==> src/rtl/fmv_ddr_fetch_scheduler.sv <==
// fmv_ddr_fetch_scheduler
//   Arbitrates burst reads from the shared DDR host port among the FMV
//   frame-fetch requesters (0=U, 1=V, 2=Y). It owns the read/acquire
//   handshake, counts returned beats and steers each beat to the granted port.
//
//   Optional feature macro: FMV_FETCH_RR_EN
//     defined   -> round-robin arbitration; the search starts at the last
//                  granted index + 1
//     undefined -> strict fixed priority; the lowest index wins
//
// Ports
//   clk, reset           DDR-domain clock; asynchronous active-low reset
//   abort                drop the rest of the current burst (vblank)
//   req_valid/addr/burstcnt   per-port request (flattened, port 0 in the LSBs)
//   req_ready            one-cycle accept pulse to the granted port
//   port_data_valid      per-port beat strobe; rdata carries the beat
//   port_done            one-cycle pulse after the last beat of a burst
//   ddr_*                DDR host port command / response side
//   timeout_err          sticky: no beat arrived within TIMEOUT DATA cycles
module fmv_ddr_fetch_scheduler #(
  parameter int NUM_PORTS = 3,
  parameter int BURST_W   = 8,
  parameter int TIMEOUT   = 1023
) (
  input  logic                         clk,
  input  logic                         reset,
  input  logic                         abort,
  input  logic [NUM_PORTS-1:0]         req_valid,
  input  logic [NUM_PORTS*29-1:0]      req_addr,
  input  logic [NUM_PORTS*BURST_W-1:0] req_burstcnt,
  output logic [NUM_PORTS-1:0]         req_ready,
  output logic [NUM_PORTS-1:0]         port_data_valid,
  output logic [NUM_PORTS-1:0]         port_done,
  output logic [63:0]                  rdata,
  output logic [28:0]                  ddr_addr,
  output logic [BURST_W-1:0]           ddr_burstcnt,
  output logic                         ddr_read,
  output logic                         ddr_acquire,
  input  logic                         ddr_busy,
  input  logic [63:0]                  ddr_rdata,
  input  logic                         ddr_rdata_ready,
  output logic                         timeout_err
);

  localparam int IDX_W = (NUM_PORTS > 1) ? $clog2(NUM_PORTS) : 1;
  localparam int TMO_W = $clog2(TIMEOUT + 1);

  typedef enum logic [1:0] {IDLE, ISSUE, DATA, RELEASE} state_t;

  state_t               state_q, state_d;
  logic [IDX_W-1:0]     gnt_q, gnt_d;
  logic [BURST_W-1:0]   rem_q, rem_d, rem_dec;
  logic [28:0]          addr_q, addr_d;
  logic [BURST_W-1:0]   cnt_q, cnt_d;
  logic                 read_q, read_d;
  logic                 acq_q, acq_d;
  logic [NUM_PORTS-1:0] ready_q, ready_d;
  logic [NUM_PORTS-1:0] done_q, done_d;
  logic                 aborted_q, aborted_d;
  logic [TMO_W-1:0]     tmo_q, tmo_d;
  logic                 terr_q, terr_d;

  logic [NUM_PORTS-1:0] cand;
  logic                 found;
  logic [IDX_W-1:0]     win;
  logic [24:0]          sel_addr;
  logic [BURST_W-1:0]   sel_cnt;
  logic [NUM_PORTS-1:0] gnt_onehot;
  logic                 sup;
  logic                 active;
  logic                 unused_addr_bits;

  // Only bits [27:3] of each address reach the DDR port.
  assign unused_addr_bits = ^req_addr;

  // A port whose accept pulse is on the wire still shows its old request;
  // masking it prevents a second grant of the same request.
  assign cand = req_valid & ~ready_q;

`ifdef FMV_FETCH_RR_EN
  logic [IDX_W-1:0] rr_ptr_q;
  logic [IDX_W-1:0] idx;

  always_comb begin
    found = 1'b0;
    win   = '0;
    idx   = '0;
    for (int unsigned k = 1; k <= NUM_PORTS; k++) begin
      idx = IDX_W'((32'(rr_ptr_q) + k) % NUM_PORTS);
      if (!found && cand[idx]) begin
        found = 1'b1;
        win   = idx;
      end
    end
  end

  always_ff @(posedge clk or negedge reset) begin
    if (!reset) begin
      rr_ptr_q <= IDX_W'(NUM_PORTS - 1);
    end else if (state_q == IDLE && found) begin
      rr_ptr_q <= win;
    end
  end
`else
  always_comb begin
    found = 1'b0;
    win   = '0;
    for (int unsigned i = 0; i < NUM_PORTS; i++) begin
      if (!found && cand[i]) begin
        found = 1'b1;
        win   = IDX_W'(i);
      end
    end
  end
`endif

  assign sel_addr   = req_addr[win*29 + 3 +: 25];
  assign sel_cnt    = req_burstcnt[win*BURST_W +: BURST_W];
  assign gnt_onehot = NUM_PORTS'(1) << gnt_q;
  assign active     = (state_q == ISSUE) || (state_q == DATA);
  // A beat coinciding with abort is already suppressed.
  assign sup        = aborted_q | abort;
  assign rem_dec    = (ddr_rdata_ready && rem_q != '0) ? rem_q - BURST_W'(1) : rem_q;

  assign port_data_valid = (active && ddr_rdata_ready && !sup) ? gnt_onehot : '0;
  assign rdata           = ddr_rdata;
  assign req_ready       = ready_q;
  assign port_done       = done_q;
  assign ddr_addr        = addr_q;
  assign ddr_burstcnt    = cnt_q;
  assign ddr_read        = read_q;
  assign ddr_acquire     = acq_q;
  assign timeout_err     = terr_q;

  always_comb begin
    state_d   = state_q;
    gnt_d     = gnt_q;
    rem_d     = rem_q;
    addr_d    = addr_q;
    cnt_d     = cnt_q;
    read_d    = read_q;
    acq_d     = acq_q;
    ready_d   = '0;
    done_d    = '0;
    aborted_d = aborted_q;
    tmo_d     = tmo_q;
    terr_d    = terr_q;
    unique case (state_q)
      IDLE: begin
        aborted_d = 1'b0;
        tmo_d     = '0;
        if (found) begin
          gnt_d        = win;
          ready_d[win] = 1'b1;
          if (sel_cnt == '0) begin
            done_d[win] = 1'b1;
          end else begin
            addr_d  = {4'b0011, sel_addr};
            cnt_d   = sel_cnt;
            rem_d   = sel_cnt;
            read_d  = 1'b1;
            acq_d   = 1'b1;
            state_d = ISSUE;
          end
        end
      end
      ISSUE: begin
        rem_d     = rem_dec;
        aborted_d = sup;
        if (!ddr_busy) begin
          read_d = 1'b0;
          if (rem_dec == '0) begin
            done_d  = sup ? '0 : gnt_onehot;
            acq_d   = 1'b0;
            state_d = RELEASE;
          end else begin
            tmo_d   = '0;
            state_d = DATA;
          end
        end
      end
      DATA: begin
        rem_d     = rem_dec;
        aborted_d = sup;
        if (rem_dec == '0) begin
          done_d  = sup ? '0 : gnt_onehot;
          acq_d   = 1'b0;
          state_d = RELEASE;
        end else if (ddr_rdata_ready) begin
          tmo_d = '0;
        end else if (tmo_q == TMO_W'(TIMEOUT - 1)) begin
          terr_d  = 1'b1;
          acq_d   = 1'b0;
          state_d = RELEASE;
        end else begin
          tmo_d = tmo_q + TMO_W'(1);
        end
      end
      RELEASE: begin
        aborted_d = 1'b0;
        state_d   = IDLE;
      end
      default: state_d = IDLE;
    endcase
  end

  always_ff @(posedge clk or negedge reset) begin
    if (!reset) begin
      state_q   <= IDLE;
      gnt_q     <= '0;
      rem_q     <= '0;
      addr_q    <= '0;
      cnt_q     <= '0;
      read_q    <= 1'b0;
      acq_q     <= 1'b0;
      ready_q   <= '0;
      done_q    <= '0;
      aborted_q <= 1'b0;
      tmo_q     <= '0;
      terr_q    <= 1'b0;
    end else begin
      state_q   <= state_d;
      gnt_q     <= gnt_d;
      rem_q     <= rem_d;
      addr_q    <= addr_d;
      cnt_q     <= cnt_d;
      read_q    <= read_d;
      acq_q     <= acq_d;
      ready_q   <= ready_d;
      done_q    <= done_d;
      aborted_q <= aborted_d;
      tmo_q     <= tmo_d;
      terr_q    <= terr_d;
    end
  end

endmodule

==> config.mk <==
export PLATFORM = sky130hd
export DESIGN_NAME = fmv_ddr_fetch_scheduler
export DESIGN_NICKNAME = d
export VERILOG_FILES = /design/src/rtl/fmv_ddr_fetch_scheduler.sv
export SDC_FILE = /design/constraint.sdc
export NUM_CORES = 1
export LEC_CHECK = 0
export BUFFER_PORTS_ARGS = -buffer_cell sky130_fd_sc_hd__clkbuf_2
export CAP_MARGIN = 20
export CORE_MARGIN = 4
export CORE_UTILIZATION = 26
export CTS_BUF_LIST = sky130_fd_sc_hd__clkbuf_4 sky130_fd_sc_hd__clkbuf_8 sky130_fd_sc_hd__clkbuf_16
export DETAILED_ROUTE_END_ITERATION = 8
export HOLD_SLACK_MARGIN = 0.05
export SETUP_SLACK_MARGIN = 0.3
export SLEW_MARGIN = 20
export SYNTH_ARGS = -nofsm -noshare
export SYNTH_HDL_FRONTEND = slang
export SYNTH_SLANG_ARGS = --single-unit
==> constraint.sdc <==
create_clock -name clk -period 3.6 [get_ports clk]
set_input_delay 0.36 -clock clk [delete_from_list [all_inputs] [get_ports clk]]
set_output_delay 0.36 -clock clk [all_outputs]
set_load 0.01 [all_outputs]
==> flow_metrics.tcl <==
set metrics [dict create \
    met1_length_um 5200 \
    hp-class "in -> async" \
    antennaDiodeCount 0 \
    drive_above_1_share_pct 33.11 \
    peakVddDrop_mv 0.2800 \
    max_slew_margin_pct 36.17 \
    grt_pass1_wl_um 20950 \
    io_buffer_count 153 \
    die_x_um 140.4 \
    dr_wl_met3_um 768 \
    cpMaxStageDelayCell "mux2i_1" \
    post-route-period-util_pct 82.70 \
    cts_sinks 66 \
    grt_max_degree 45 \
    viasPerCell 4.686 \
    cp_num_buf_inv 1 \
    core_um2 17240 \
    final_hold_viol_count 0 \
    drt_pass1_iterations 4 \
    insertion_delay_ns 0.33 \
    overflow 0 \
    ctsResizeCount 0 \
    cts_setup_buffers 0 \
    fp-row-count 48 \
    synth_edf_count 0 \
    syn_area_um2 4556 \
    top_layer "met4" \
    power_density_nw_per_um2 728.6 \
    finish.utilization_pct 31.10 \
    clkTransAtPathRegs_ns 0.06 \
    antenna_found_initial 0 \
    cts-htree-levels 3 \
    p_leak_nw 2.565 \
    avgSynthCellArea_um2 8.744 \
    synthToLayoutAreaGrowth_pct 17.69 \
    num-nets-final 791 \
    fmax_mhz 335.9 \
    yosys_warnings 0 \
    ys_seq_area_share_pct 36.25 \
    die_h_um 140.4 \
    outcome "finished clean" \
    period_needed_ns 2.977 \
    cp-end-kind "flop" \
    crit_arrival_ns 3.18 \
    crit_required_ns 3.81 \
    crit_chain "inv_1 > ha_1 > or3b_4 > o31ai_4 > mux2i_1 > nand3_4 > a31oi_1 > nand3b_1 > mux2_1" \
    synth-seq-cells 66 \
    tritoncts "yes" \
    setup_violations 0 \
    first_iter_violations 88 \
    routed_wl_um 13170 \
    syn_inst 521 \
    ctsHoldBuffers 0 \
    rsz0062_at_grt "false" \
    initial_utilization_pct 26.43 \
    ant_nets 0 \
    root_buffer "clkbuf_16" \
    start_kind "flop" \
    critPathMaxFanout 8 \
    synthFlopType "dfrtp_1" \
    fin_skew_ns 0.006908 \
    cts-buffers-inserted 9 \
    cp_top_family "multiplexers" \
    fin_setup_tns_ns 0 \
    wl_met2_um 6750 \
    n_fill_cell 1815 \
    cpPeakStageDelay_ns 0.44 \
    io_pins 296 \
    drv_slew 0 \
    drc_errors 0 \
    worst_slew_pin_slew_ns 0.9575 \
    grt_pass1_vias 3937 \
    hpwl_um 10360 \
    place_congestion 0.8400 \
    cts_buffer_depth 2 \
    synth_cell_types 65 \
    drv_cap 0 \
    grt.total_usage_pct 13.58 \
    num_vias 3885 \
    setup.worst_path.class "reg -> reg" \
    wl_per_cell_um 15.89 \
    dieArea_um2 19700 \
    async_reset_ff_share_pct 100.0 \
]
-- power breakdown --
group	switching [W]	total (W)	internal, W
logic	0.00103	0.00174	0.000716
registers	0.000249	0.00129	0.00104
clock network	0.000312	0.000876	0.000563
-- cells by family (layout without fill, tap and decap cells) --
logic type      after synthesis  count (layout)  synth area share [%]
buf+inv                     110             192                 15.22
fa+ha+maj                     7               7                 1.922
flops                        66              66                 36.25
mux                          29              29                 6.454
compound gates              143             143                 21.37
xor+xnor                      1               1                0.1923
other cells                   1               2               0.08232
simple gates                164             164                 18.51
-- area by class of cell --
cell class                 count  area, um2  area share [%]
multi-input combinational    346       2235           41.68
sequential                    66       1652           30.81
timing repair buffer         164      848.3           15.82
tap                          225      281.5           5.251
clock buffer                  11      252.7           4.714
inverter                      14      52.55          0.9802
clock inverter                 3      40.04          0.7468
-- cell usage in the layout (no fill, tap or decap), types with 3 or more instances in the layout --
cell	Yosys	layout
o21ai_1	4	4
o21ai_0	70	70
ha_1	7	7
inv_1	13	13
clkbuf_16	0	9
a221oi_1	6	6
nand2b_1	9	9
a21oi_1	13	13
mux2i_1	26	26
a21o_1	8	8
clkbuf_2	0	152
buf_4	69	11
nor2_1	27	26
nor2b_1	6	6
nor3_1	9	9
nand3b_1	3	3
nor4_1	7	7
nand2_1	70	70
o31ai_1	7	7
nand3_1	9	9
nand4_1	5	5
a311oi_1	7	7
a31oi_1	4	4
dfrtp_1	66	66
-- worst paths after layout --
check,from,to,slack [ns],cells past startpoint
max in group asynchronous,reset,gnt_q[0]$_DFFE_PN0P_,2.62,2
setup reg to reg,rem_q[0]$_DFFE_PN0P_,ddr_acquire$_DFFE_PN0P_,0.62,9
hold / removal,reset,tmo_q[6]$_DFFE_PN0P_,0.18,1
min in group clk,req_addr[83],ddr_addr[22]$_DFFE_PN0P_,0.31,3
setup / recovery,rem_q[0]$_DFFE_PN0P_,ddr_acquire$_DFFE_PN0P_,0.62,9
hold reg to reg,ddr_addr[6]$_DFFE_PN0P_,ddr_addr[6]$_DFFE_PN0P_,0.47,2
-- flip-flops by register name, summed over array words and instances, names as in the netlist --
signal        cells
ddr_burstcnt      8
ddr_acquire       1
rem_q             8
tmo_q            10
req_ready         3
timeout_err       1
aborted_q         1
gnt_q             2
state_q           2
ddr_read          1
port_done         3
ddr_addr         26
-- Yosys cell counts, types with 3 or more instances --
library cell,instances,area [um2]
dfrtp_1,66,1652
nor2_1,27,101.4
a311oi_1,7,61.31
nor4_1,7,43.79
a21o_1,8,60.06
a31oi_1,4,25.02
nand2b_1,9,56.30
a21oi_1,13,65.06
clkbuf_1,7,26.28
nand3_1,9,45.04
buf_2,11,55.05
nand4_1,5,31.28
buf_1,8,30.03
inv_1,13,48.80
nor3_1,9,45.04
o21ai_0,70,350.3
ha_1,7,87.58
buf_4,69,518.0
nand3b_1,3,22.52
o31ai_1,7,52.55
a221oi_1,6,52.55
nor2b_1,6,37.54
mux2i_1,26,260.3
nand2_1,70,262.8
o21ai_1,4,20.02
-- stage by stage --
stage                     setup slack (ns)  instance area [um2]  std cells  power, W  hold WS, ns
after floorplan                     0.9694                 4559        522  0.002537      0.06441
final                               0.6227                 5361        829  0.003906       0.1777
after detailed placement            0.3847                 5069        815  0.003069       0.4611
after global routing                0.4055                 5361        829  0.004251       0.2592
after CTS                           0.6172                 5361        829  0.003969       0.2171
after global placement              0.4119                 5069        815  0.003042       0.4445
-- layer usage --
layer / up-vias / global-route usage, %
met5: - / 0
met4: 0 / 6.884
met3: 29 / 3.687
met2: 144 / 23.66
met1: 1765 / 15.16
li1: 1947 / -
No activity file was read; power rests on OpenSTA's default activity.
